--- src/rtl/tile_l15_req_arbiter_if.sv ---
// tile_l15_req_arbiter_if: request/response bundle between tile requesters, the arbiter and the L1.5 channel
interface tile_l15_req_arbiter_if #(
  parameter int NumPorts  = 6,
  parameter int DataWidth = 128
);
  localparam int PidW = NumPorts > 1 ? $clog2(NumPorts) : 1;
  logic [NumPorts-1:0]           req_valid;
  logic [NumPorts-1:0]           req_ready;
  logic [NumPorts*DataWidth-1:0] req_data;
  logic                          out_valid;
  logic                          out_ready;
  logic [DataWidth-1:0]          out_data;
  logic [PidW-1:0]               out_portid;
  logic [NumPorts-1:0]           resp_done;
  logic                          quiesce_req;
  logic                          quiesce_ack;
  logic                          wake;
  logic                          err;
  modport master (
    output req_valid, req_data, out_ready, resp_done, quiesce_req,
    input  req_ready, out_valid, out_data, out_portid, quiesce_ack, wake, err
  );
  modport slave (
    input  req_valid, req_data, out_ready, resp_done, quiesce_req,
    output req_ready, out_valid, out_data, out_portid, quiesce_ack, wake, err
  );
endinterface

--- src/rtl/tile_l15_req_arbiter.sv ---
// tile_l15_req_arbiter: N-port arbiter feeding the single L1.5 request channel with outstanding limits and quiesce
module tile_l15_req_arbiter #(
  parameter int NumPorts       = 6,
  parameter int DataWidth      = 128,
  parameter int ArbMode        = 0,
  parameter int MaxOutstanding = 4,
  parameter int StarveTh       = 16,
  parameter int WakeUpCycles   = 32768
) (
  input logic clk_i,
  input logic rst_ni,
  tile_l15_req_arbiter_if.slave bus
);
  localparam int PidW  = NumPorts > 1 ? $clog2(NumPorts) : 1;
  localparam int CntW  = $clog2(MaxOutstanding + 1);
  localparam int StvW  = $clog2(StarveTh + 1);
  localparam int WakeW = WakeUpCycles > 1 ? $clog2(WakeUpCycles) : 1;
  typedef enum logic [1:0] {WAKE, RUN, DRAIN, IDLE} state_t;
  state_t              state;
  logic [WakeW-1:0]    wake_cnt;
  logic [CntW-1:0]     cnt [NumPorts];
  logic [CntW-1:0]     cnt_nxt [NumPorts];
  logic [StvW-1:0]     starve [NumPorts];
  logic [NumPorts-1:0] elig;
  logic [NumPorts-1:0] promo;
  logic [PidW-1:0]     rr;
  logic [PidW-1:0]     gnt;
  logic                slot_free;
  logic                grant;
  logic                err_set;
  logic                busy;
  logic                drained;
  assign slot_free = !bus.out_valid || bus.out_ready;
  assign grant     = state == RUN && slot_free && |elig;
  assign bus.req_ready = grant ? NumPorts'(1) << gnt : '0;
  assign drained   = !busy && !(bus.out_valid && !bus.out_ready);
  // a port may compete while it has room for another outstanding request; long losers get promoted
  always_comb begin
    elig  = '0;
    promo = '0;
    for (int p = 0; p < NumPorts; p++) begin
      elig[p]  = bus.req_valid[p] && cnt[p] < CntW'(MaxOutstanding);
      promo[p] = elig[p] && starve[p] >= StvW'(StarveTh);
    end
  end
  // winner: lowest promoted port, otherwise lowest index or first eligible at/after the rr pointer
  always_comb begin
    gnt = '0;
    for (int k = NumPorts - 1; k >= 0; k--)
      if (elig[ArbMode == 1 ? (int'(rr) + k) % NumPorts : k])
        gnt = PidW'(ArbMode == 1 ? (int'(rr) + k) % NumPorts : k);
    for (int p = NumPorts - 1; p >= 0; p--)
      if (promo[p]) gnt = PidW'(p);
  end
  // next outstanding counts; a completion with nothing outstanding flags an error
  always_comb begin
    err_set = 1'b0;
    busy    = 1'b0;
    for (int p = 0; p < NumPorts; p++) begin
      cnt_nxt[p] = bus.req_ready[p] && !bus.resp_done[p] ? cnt[p] + 1'b1 :
                   !bus.req_ready[p] && bus.resp_done[p] && cnt[p] != '0 ? cnt[p] - 1'b1 : cnt[p];
      err_set    = err_set | (!bus.req_ready[p] && bus.resp_done[p] && cnt[p] == '0);
      busy       = busy | (cnt_nxt[p] != '0);
    end
  end
  // control FSM plus the registered output slot, rr pointer and sticky error
  always_ff @(posedge clk_i or negedge rst_ni) begin
    if (!rst_ni) begin
      state           <= WAKE;
      wake_cnt        <= '0;
      bus.wake        <= 1'b0;
      bus.quiesce_ack <= 1'b0;
      bus.out_valid   <= 1'b0;
      bus.out_data    <= '0;
      bus.out_portid  <= '0;
      bus.err         <= 1'b0;
      rr              <= '0;
    end else begin
      case (state)
        WAKE:
          if (wake_cnt == WakeW'(WakeUpCycles - 1)) begin
            state    <= RUN;
            bus.wake <= 1'b1;
          end else wake_cnt <= wake_cnt + 1'b1;
        RUN:
          if (bus.quiesce_req) state <= DRAIN;
        DRAIN:
          if (!bus.quiesce_req) state <= RUN;
          else if (drained) begin
            state           <= IDLE;
            bus.quiesce_ack <= 1'b1;
          end
        IDLE:
          if (!bus.quiesce_req) begin
            state           <= RUN;
            bus.quiesce_ack <= 1'b0;
          end
      endcase
      if (grant) begin
        bus.out_valid  <= 1'b1;
        bus.out_data   <= bus.req_data[int'(gnt) * DataWidth +: DataWidth];
        bus.out_portid <= gnt;
        rr             <= gnt == PidW'(NumPorts - 1) ? '0 : gnt + 1'b1;
      end else if (bus.out_ready) bus.out_valid <= 1'b0;
      if (err_set) bus.err <= 1'b1;
    end
  end
  // per-port outstanding counters and starvation ages
  always_ff @(posedge clk_i or negedge rst_ni) begin
    if (!rst_ni) begin
      for (int p = 0; p < NumPorts; p++) begin
        cnt[p]    <= '0;
        starve[p] <= '0;
      end
    end else begin
      for (int p = 0; p < NumPorts; p++) begin
        cnt[p]    <= cnt_nxt[p];
        starve[p] <= !elig[p] || bus.req_ready[p] ? '0 :
                     state == RUN && starve[p] != StvW'(StarveTh) ? starve[p] + 1'b1 : starve[p];
      end
    end
  end
endmodule

--- src/flat_wrapper.sv ---
// flat-port wrapper written by rule: the top's interface ports become plain ports
module tile_l15_req_arbiter_flat 
#(
  parameter int NumPorts       = 6,
  parameter int DataWidth      = 128,
  parameter int ArbMode        = 0,
  parameter int MaxOutstanding = 4,
  parameter int StarveTh       = 16,
  parameter int WakeUpCycles   = 32768
)
  (clk_i, rst_ni, bus_req_valid, bus_req_data, bus_out_ready, bus_resp_done, bus_quiesce_req, bus_req_ready, bus_out_valid, bus_out_data, bus_out_portid, bus_quiesce_ack, bus_wake, bus_err);
  tile_l15_req_arbiter_if #(.NumPorts(NumPorts), .DataWidth(DataWidth)) bus_i ();
  input logic clk_i;
  input logic rst_ni;
  input wire logic [$bits(bus_i.req_valid)-1:0] bus_req_valid;
  input wire logic [$bits(bus_i.req_data)-1:0] bus_req_data;
  input wire logic [$bits(bus_i.out_ready)-1:0] bus_out_ready;
  input wire logic [$bits(bus_i.resp_done)-1:0] bus_resp_done;
  input wire logic [$bits(bus_i.quiesce_req)-1:0] bus_quiesce_req;
  output wire logic [$bits(bus_i.req_ready)-1:0] bus_req_ready;
  output wire logic [$bits(bus_i.out_valid)-1:0] bus_out_valid;
  output wire logic [$bits(bus_i.out_data)-1:0] bus_out_data;
  output wire logic [$bits(bus_i.out_portid)-1:0] bus_out_portid;
  output wire logic [$bits(bus_i.quiesce_ack)-1:0] bus_quiesce_ack;
  output wire logic [$bits(bus_i.wake)-1:0] bus_wake;
  output wire logic [$bits(bus_i.err)-1:0] bus_err;
  assign bus_i.req_valid = bus_req_valid;
  assign bus_i.req_data = bus_req_data;
  assign bus_i.out_ready = bus_out_ready;
  assign bus_i.resp_done = bus_resp_done;
  assign bus_i.quiesce_req = bus_quiesce_req;
  assign bus_req_ready = bus_i.req_ready;
  assign bus_out_valid = bus_i.out_valid;
  assign bus_out_data = bus_i.out_data;
  assign bus_out_portid = bus_i.out_portid;
  assign bus_quiesce_ack = bus_i.quiesce_ack;
  assign bus_wake = bus_i.wake;
  assign bus_err = bus_i.err;
  tile_l15_req_arbiter #(.NumPorts(NumPorts), .DataWidth(DataWidth), .ArbMode(ArbMode), .MaxOutstanding(MaxOutstanding), .StarveTh(StarveTh), .WakeUpCycles(WakeUpCycles)) u_core (.clk_i(clk_i), .rst_ni(rst_ni), .bus(bus_i));
endmodule
--- config.mk ---
export PLATFORM = sky130hd
export DESIGN_NAME = tile_l15_req_arbiter_flat
export DESIGN_NICKNAME = d
export VERILOG_FILES = /design/src/rtl/tile_l15_req_arbiter_if.sv /design/src/rtl/tile_l15_req_arbiter.sv /design/src/flat_wrapper.sv
export SDC_FILE = /design/constraint.sdc
export NUM_CORES = 1
export LEC_CHECK = 0
export CAP_MARGIN = 20
export CORE_AREA = 2 2 361 363
export DETAILED_ROUTE_END_ITERATION = 10
export DIE_AREA = 0 0 363 365
export MAX_ROUTING_LAYER = met4
export PLACE_DENSITY = 0.43
export SYNTH_ARGS = -nofsm -noshare
export SYNTH_HDL_FRONTEND = slang
export SYNTH_SLANG_ARGS = --single-unit
--- constraint.sdc ---
create_clock -name clk_i -period 9 [get_ports clk_i]
set_input_delay 2.25 -clock clk_i [delete_from_list [all_inputs] [get_ports clk_i]]
set_output_delay 2.25 -clock clk_i [all_outputs]
set_load 0.05 [all_outputs]
==> run_results.csv, run 1 <==
group,metric,value,unit
worst_hold_path,hold_path.class,"register to register",
sta,worstMarginPinSlew,1190,ps
pwr,power.share.sequential,20.0,%
final_layout,fin_nets,3150,
place,gp_routability_congestion,0.882,
pwr,power.share.switching,49.8,%
sta,totalNegativeSetupSlack,0,ps
final_layout,highest_count_cells_in_the_layout_ignoring_fill_and_taps,"922 x sky130_fd_sc_hd__clkdlybuf4s50_1, 429 x sky130_fd_sc_hd__nand2_1, 257 x sky130_fd_sc_hd__mux2_2",
place,placedInstanceArea,0.0266,mm^2
clock_tree,cts.htree.levels,4,
final_layout,flow.area_growth_from_synthesis,77.4,%
detailed_routing,viasPerCell,3.79,
sta,timing_hold_violations_final,0,
pwr,powerDensity,281,mW/mm^2
clock_tree,tritoncts,"built",
clock_tree,postCtsHoldBufs,0,
yosys,synth-async-reset-ratio,100,%
critical_path,crit_path_arrival_time,5370,ps
yosys,synthesis.yosys.warnings,0,
detailed_routing,remaining_drc_errors,0,
place,io_buffers,924,
pwr,power.share.combinational,68.0,%
flow_run,maxCapViolations,0,
final_layout,final_layout_size_suffix_gt1_share,20.1,%
floorplanning,dieArea,0.132,mm^2
critical_path,cp_data_required_time,6750,ps
yosys,synth.cell_area,0.0154,mm^2
pwr,ir_worst_vdd,209,uV
yosys,seq_area_frac_synth,32.5,%
status,outcome,"completed",
floorplanning,number_of_ports_placed_on_the_die_boundary,925,
detailed_routing,drt-total-wl,107000,um
clock_tree,clock_path_buffers,2,
final_layout,fin_area,0.0273,mm^2
detailed_routing,routed_wire_length_per_instance,26.1,um
final_layout,final_core_util,21.2,%
sta,timing_max_transition_violations_final,0,
sta,timing.fmax,0.131,GHz
detailed_routing,dr.pass1.iters,5,
critical_path,crit_path_end_kind,"primary output",
worst_hold_path,worstHoldEndpoint,"u_core.wake_cnt[9]",
sta,layout_min_cycle_time,7620,ps
pwr,switchingPower,3830,uW
yosys,syn-mean-instance-area,10.5,um^2
floorplanning,rows,132,
critical_path,critical_setup_path_kind,"primary input to primary output",
grt,maximum_number_of_pins_on_one_net_before_global_route_repair,129,
grt,grt_pass1_wl,139000,um
yosys,yosys_register_bits,200,
sta,min_period_over_period,84.7,%
final_layout,layout_commonest_cell,"sky130_fd_sc_hd__clkdlybuf4s50_1",
detailed_routing,count_of_antenna_violating_nets_left_after_detailed_routing,0,
grt,grt_pass1_vias,15800,
pwr,power.total,7690,uW
clock_tree,clkSinkCount,200,
worst_hold_path,worst_hold_startpoint,"u_core.wake_cnt[9]",
final_layout,fin_cells,4075,
clock_tree,clk-insertion-delay-late,530,ps
pwr,total_leakage_power,0.0107,uW
detailed_routing,detail_route.iter0.violations,834,
floorplanning,initial_core_util,12.0,%
place,dp.final_hpwl,87600,um
critical_path,path_max_fanout,14,
clock_tree,ctsResizeCount,0,
clock_tree,clkSlewWorstSetupHoldPaths,80,ps
clock_tree,clock_tree.root_cell,"sky130_fd_sc_hd__clkbuf_16",
worst_hold_path,timing.hold.worst_path_depth,1,
critical_path,crit-reg2reg-launch,"u_core.cnt[17]",
detailed_routing,vias,15400,
pwr,internal_power,3860,uW
critical_path,r2r_end,"u_core.bus.out_data[101]",
yosys,postSynthNetCount,2287,
pwr,pwr-share-clk,12.0,%
clock_tree,post-cts-setup-buffer-count,0,
place,place.detailed.instances,3986,
critical_path,worst-r2r-cell-count,10,
yosys,distinct_cells_synth,77,
floorplanning,chipWidth,363,um
grt,grt_overflow,0,
floorplanning,core,0.129,mm^2
grt,number_of_antenna_violations_at_the_first_check_in_global_routing,98,
yosys,yosys_most_used_dff,"sky130_fd_sc_hd__dfrtp_1",
sta,fin_worst_skew,31.6,ps
clock_tree,tritoncts.num_buffers,17,
sta,grt_setup_unrepaired,"false",
yosys,postSynthCellCount,1467,
sta,max_slew_margin,20.8,%
floorplanning,floorplan.die.height,365,um
grt,globalRouteTotalUtil,16.0,%
critical_path,ff2ff_setup_slack,4480,ps
critical_path,start_kind,"primary input",
yosys,number_of_enable_flip_flop_cells_after_synthesis,0,
sta,final-setup-viol-count,0,
-- flip-flops by register name, summed over array words and instances, names as in the netlist --
| name | cells |
|---|---|
| u_core.bus.out_data | 128 |
| u_core.starve | 30 |
| u_core.cnt | 18 |
| u_core.wake_cnt | 15 |
| u_core.bus.out_portid | 3 |
| u_core.state | 2 |
| u_core.bus.err | 1 |
| u_core.bus.out_valid | 1 |
| u_core.bus.quiesce_ack | 1 |
| u_core.bus.wake | 1 |
-- power by group through the flow --
stage	sequential, uW	combinational, uW	clock, uW
after floorplan	2490	2410	0
after global placement	1550	5300	0
after detailed placement	1550	5300	0
after CTS	1540	5310	974
after global routing	1590	5610	990
final	1540	5230	920
-- synthesized netlist by cell type, types with 5 or more instances --
library cell	n	share of area (%)
sky130_fd_sc_hd__a21oi_1	7	0.23
sky130_fd_sc_hd__a31oi_1	7	0.28
sky130_fd_sc_hd__buf_1	14	0.34
sky130_fd_sc_hd__buf_2	14	0.45
sky130_fd_sc_hd__clkbuf_1	65	1.6
sky130_fd_sc_hd__dfrtp_1	200	32
sky130_fd_sc_hd__ha_1	36	2.9
sky130_fd_sc_hd__inv_1	42	1.0
sky130_fd_sc_hd__mux2_2	257	19
sky130_fd_sc_hd__mux2i_1	8	0.52
sky130_fd_sc_hd__mux4_2	128	19
sky130_fd_sc_hd__nand2_1	429	10
sky130_fd_sc_hd__nand2b_1	10	0.41
sky130_fd_sc_hd__nand3_1	11	0.36
sky130_fd_sc_hd__nand4_1	13	0.53
sky130_fd_sc_hd__nand4bb_1	5	0.37
sky130_fd_sc_hd__nor2_1	40	0.97
sky130_fd_sc_hd__nor3_1	19	0.62
sky130_fd_sc_hd__o21ai_0	13	0.42
sky130_fd_sc_hd__o31ai_1	7	0.34
sky130_fd_sc_hd__xnor2_1	20	1.1
sky130_fd_sc_hd__xor2_1	20	1.1
-- kinds of logic after synthesis --
family / count (synthesis) / share of synthesized area, %
xor+xnor: 40 / 2.27
mux: 393 / 38.0
buf+inv: 142 / 3.73
flops: 200 / 32.5
compound gates: 87 / 4.55
fa+ha+maj: 36 / 2.92
simple gates: 569 / 16.1
-- worst max path at each step --
stage	start	endpoint
2_1_floorplan	bus_req_valid[4]	bus_req_ready[3]
3_3_place_gp	bus_req_valid[3]	bus_req_ready[1]
3_5_place_dp	bus_req_valid[3]	bus_req_ready[1]
4_1_cts	bus_req_valid[3]	bus_req_ready[1]
5_1_grt	bus_req_valid[3]	bus_req_ready[1]
6_report	bus_req_valid[3]	bus_req_ready[1]
-- through the flow --
stage               setup WS (ps)  hold WS (ps)
global route                 1210           500
floorplan                    2920           437
CTS                          1390           474
detailed placement           1390           461
finish                       1380           472
global placement             1410           453
-- critical path, cell delays in order --
cell	delay (ps)
sky130_fd_sc_hd__clkdlybuf4s50_1	520
sky130_fd_sc_hd__nor2b_2	350
sky130_fd_sc_hd__a21oi_2	120
sky130_fd_sc_hd__a31oi_1	320
sky130_fd_sc_hd__o21ai_4	280
sky130_fd_sc_hd__nor3_4	580
sky130_fd_sc_hd__clkdlybuf4s50_1	940
-- per-layer routing --
layer	GRT usage, %	routed length, um
met1	19.7	45300
met2	24.5	48800
met3	6.77	11300
met4	2.94	1120
met5	-	0
-- final cells by class --
type / instances / area [um^2]
clock inverter: 15 / 206
timing repair buffer: 940 / 9420
antenna: 57 / 143
sequential: 200 / 5000
inverter: 46 / 178
multi-input combinational: 1125 / 9860
fill: 14000 / 101000
clock buffer: 17 / 425
tap: 1675 / 2100
(Power assumes the default switching activity.)
==> run 2, diff against run 1 <==
- clock period: 9 -> 7.5 ns (I/O delays scaled with it)
==> run 2 against run 1 <==
Largest power group unchanged. Via count fell by 0.14%. Combinational power rose by 21%. Largest cell class unchanged. Count of clock-buffer cells in the layout rose by 1. Critical path type unchanged. Setup slack got worse by 700 ps.
==> run_results.csv, run 2 (synthesis results as in run 1) <==
group,metric,value,unit
place,placedInstanceArea,0.0266,mm^2
clock_tree,clock_path_buffers,2,
critical_path,crit_path_arrival_time,4940,ps
final_layout,leading_registers_by_flop_count,"u_core.bus.out_data x128, u_core.starve x30, u_core.cnt x18",
grt,number_of_antenna_violations_at_the_first_check_in_global_routing,104,
detailed_routing,routed_wire_length_per_instance,26.0,um
sta,fin_worst_skew,35.2,ps
clock_tree,clkSlewWorstSetupHoldPaths,90,ps
sta,timing_hold_violations_final,0,
place,gp_routability_congestion,0.866,
sta,grt_setup_unrepaired,"false",
final_layout,fin_area,0.0274,mm^2
sta,final-setup-viol-count,0,
floorplanning,dieArea,0.132,mm^2
detailed_routing,detail_route.iter0.violations,837,
detailed_routing,viasPerCell,3.77,
clock_tree,ctsResizeCount,0,
worst_hold_path,hold_path.class,"register to register",
clock_tree,tritoncts.num_buffers,17,
grt,grt_overflow,0,
detailed_routing,dr.pass1.iters,5,
detailed_routing,vias,15400,
final_layout,flow.area_growth_from_synthesis,77.8,%
critical_path,ff2ff_setup_slack,2920,ps
sta,totalNegativeSetupSlack,0,ps
floorplanning,floorplan.die.height,365,um
detailed_routing,drt-total-wl,106000,um
clock_tree,cts.htree.levels,4,
pwr,powerDensity,337,mW/mm^2
final_layout,fin_nets,3154,
grt,globalRouteTotalUtil,16.0,%
pwr,ir_worst_vdd,284,uV
clock_tree,clk-insertion-delay-late,530,ps
sta,max_slew_margin,20.1,%
clock_tree,postCtsHoldBufs,0,
floorplanning,rows,132,
final_layout,biggest_register,"u_core.bus.out_data",
pwr,total_leakage_power,0.0107,uW
clock_tree,post-cts-setup-buffer-count,0,
floorplanning,chipWidth,363,um
sta,layout_min_cycle_time,6820,ps
clock_tree,tritoncts,"built",
final_layout,largest_reg_flops,128,
status,outcome,"completed",
grt,maximum_number_of_pins_on_one_net_before_global_route_repair,129,
sta,finalHoldWorstSlack,464,ps
final_layout,highest_count_cells_in_the_layout_ignoring_fill_and_taps,"922 x sky130_fd_sc_hd__clkdlybuf4s50_1, 429 x sky130_fd_sc_hd__nand2_1, 257 x sky130_fd_sc_hd__mux2_2",
critical_path,crit_path_end_kind,"primary output",
critical_path,critical_setup_path_kind,"primary input to primary output",
sta,min_period_over_period,90.9,%
floorplanning,core,0.129,mm^2
floorplanning,initial_core_util,12.0,%
sta,timing_max_transition_violations_final,0,
clock_tree,clkSinkCount,200,
final_layout,final_core_util,21.3,%
floorplanning,number_of_ports_placed_on_the_die_boundary,925,
grt,grt_pass1_vias,16000,
place,dp.final_hpwl,88700,um
clock_tree,clock_tree.root_cell,"sky130_fd_sc_hd__clkbuf_16",
detailed_routing,count_of_antenna_violating_nets_left_after_detailed_routing,0,
flow_run,maxCapViolations,0,
sta,timing.fmax,0.147,GHz
critical_path,start_kind,"primary input",
grt,grt_pass1_wl,139000,um
sta,worstMarginPinSlew,1200,ps
pwr,power.total,9230,uW
final_layout,layout_commonest_cell,"sky130_fd_sc_hd__clkdlybuf4s50_1",
final_layout,final_layout_size_suffix_gt1_share,20.3,%
place,io_buffers,924,
detailed_routing,remaining_drc_errors,0,
critical_path,cp_data_required_time,5620,ps
critical_path,path_max_fanout,18,
final_layout,fillers,14000,
[run 2: per-stage QoR]
step | worst slack, ps | std cells
after CTS | 597 | 4022
after floorplan | 2170 | 1467
after detailed placement | 614 | 3990
final | 684 | 4089
after global routing | 460 | 4085
after global placement | 666 | 3990
[run 2: critical path, cell delays in order]
cell and delay, ps:
sky130_fd_sc_hd__clkdlybuf4s50_1 500, sky130_fd_sc_hd__nor2b_1 340, sky130_fd_sc_hd__a211o_1 180, sky130_fd_sc_hd__a21oi_2 80
sky130_fd_sc_hd__o21ai_4 820, sky130_fd_sc_hd__nand2_4 170, sky130_fd_sc_hd__inv_2 150, sky130_fd_sc_hd__clkdlybuf4s50_1 820
[run 2: final timing paths]
| path | startpoint | endpoint | depth (start not counted) |
|---|---|---|---|
| min in group asynchronous | rst_ni | u_core.state[0] | 1 |
| hold / removal | u_core.wake_cnt[13] | u_core.wake_cnt[13] | 1 |
| hold reg to reg | u_core.wake_cnt[13] | u_core.wake_cnt[13] | 1 |
| max in group asynchronous | rst_ni | u_core.bus.out_data[1] | 2 |
| setup / recovery | bus_req_valid[0] | bus_req_ready[4] | 8 |
| setup reg to reg | u_core.cnt[14] | u_core.bus.out_data[33] | 10 |
[run 2: metal layers]
layer | routed length [um] | GRT usage (%) | up-vias
li1 | - | - | 7109
met1 | 44600 | 19.2 | 7534
met2 | 47200 | 23.3 | 686
met3 | 12300 | 7.62 | 85
met4 | 2260 | 5.27 | 0
met5 | 0 | - | -
[run 2: power by group]
part | switching, uW | leakage, uW | internal (uW)
Sequential | 326 | 0.00252 | 1530
Clock | 573 | 0.000299 | 490
Combinational | 3700 | 0.00788 | 2610
Total | 4590 | 0.0107 | 4630
[run 2: cell type report]
class / count / area (um^2) / area share, %
well taps: 1675 / 2100 / 7.65
clock inverters: 14 / 175 / 0.639
multi-input cells: 1125 / 9860 / 36.0
diodes: 67 / 168 / 0.612
repair buffers: 944 / 9490 / 34.6
inverters: 46 / 178 / 0.648
flip-flops and latches: 200 / 5000 / 18.3
clock buffers: 18 / 439 / 1.60
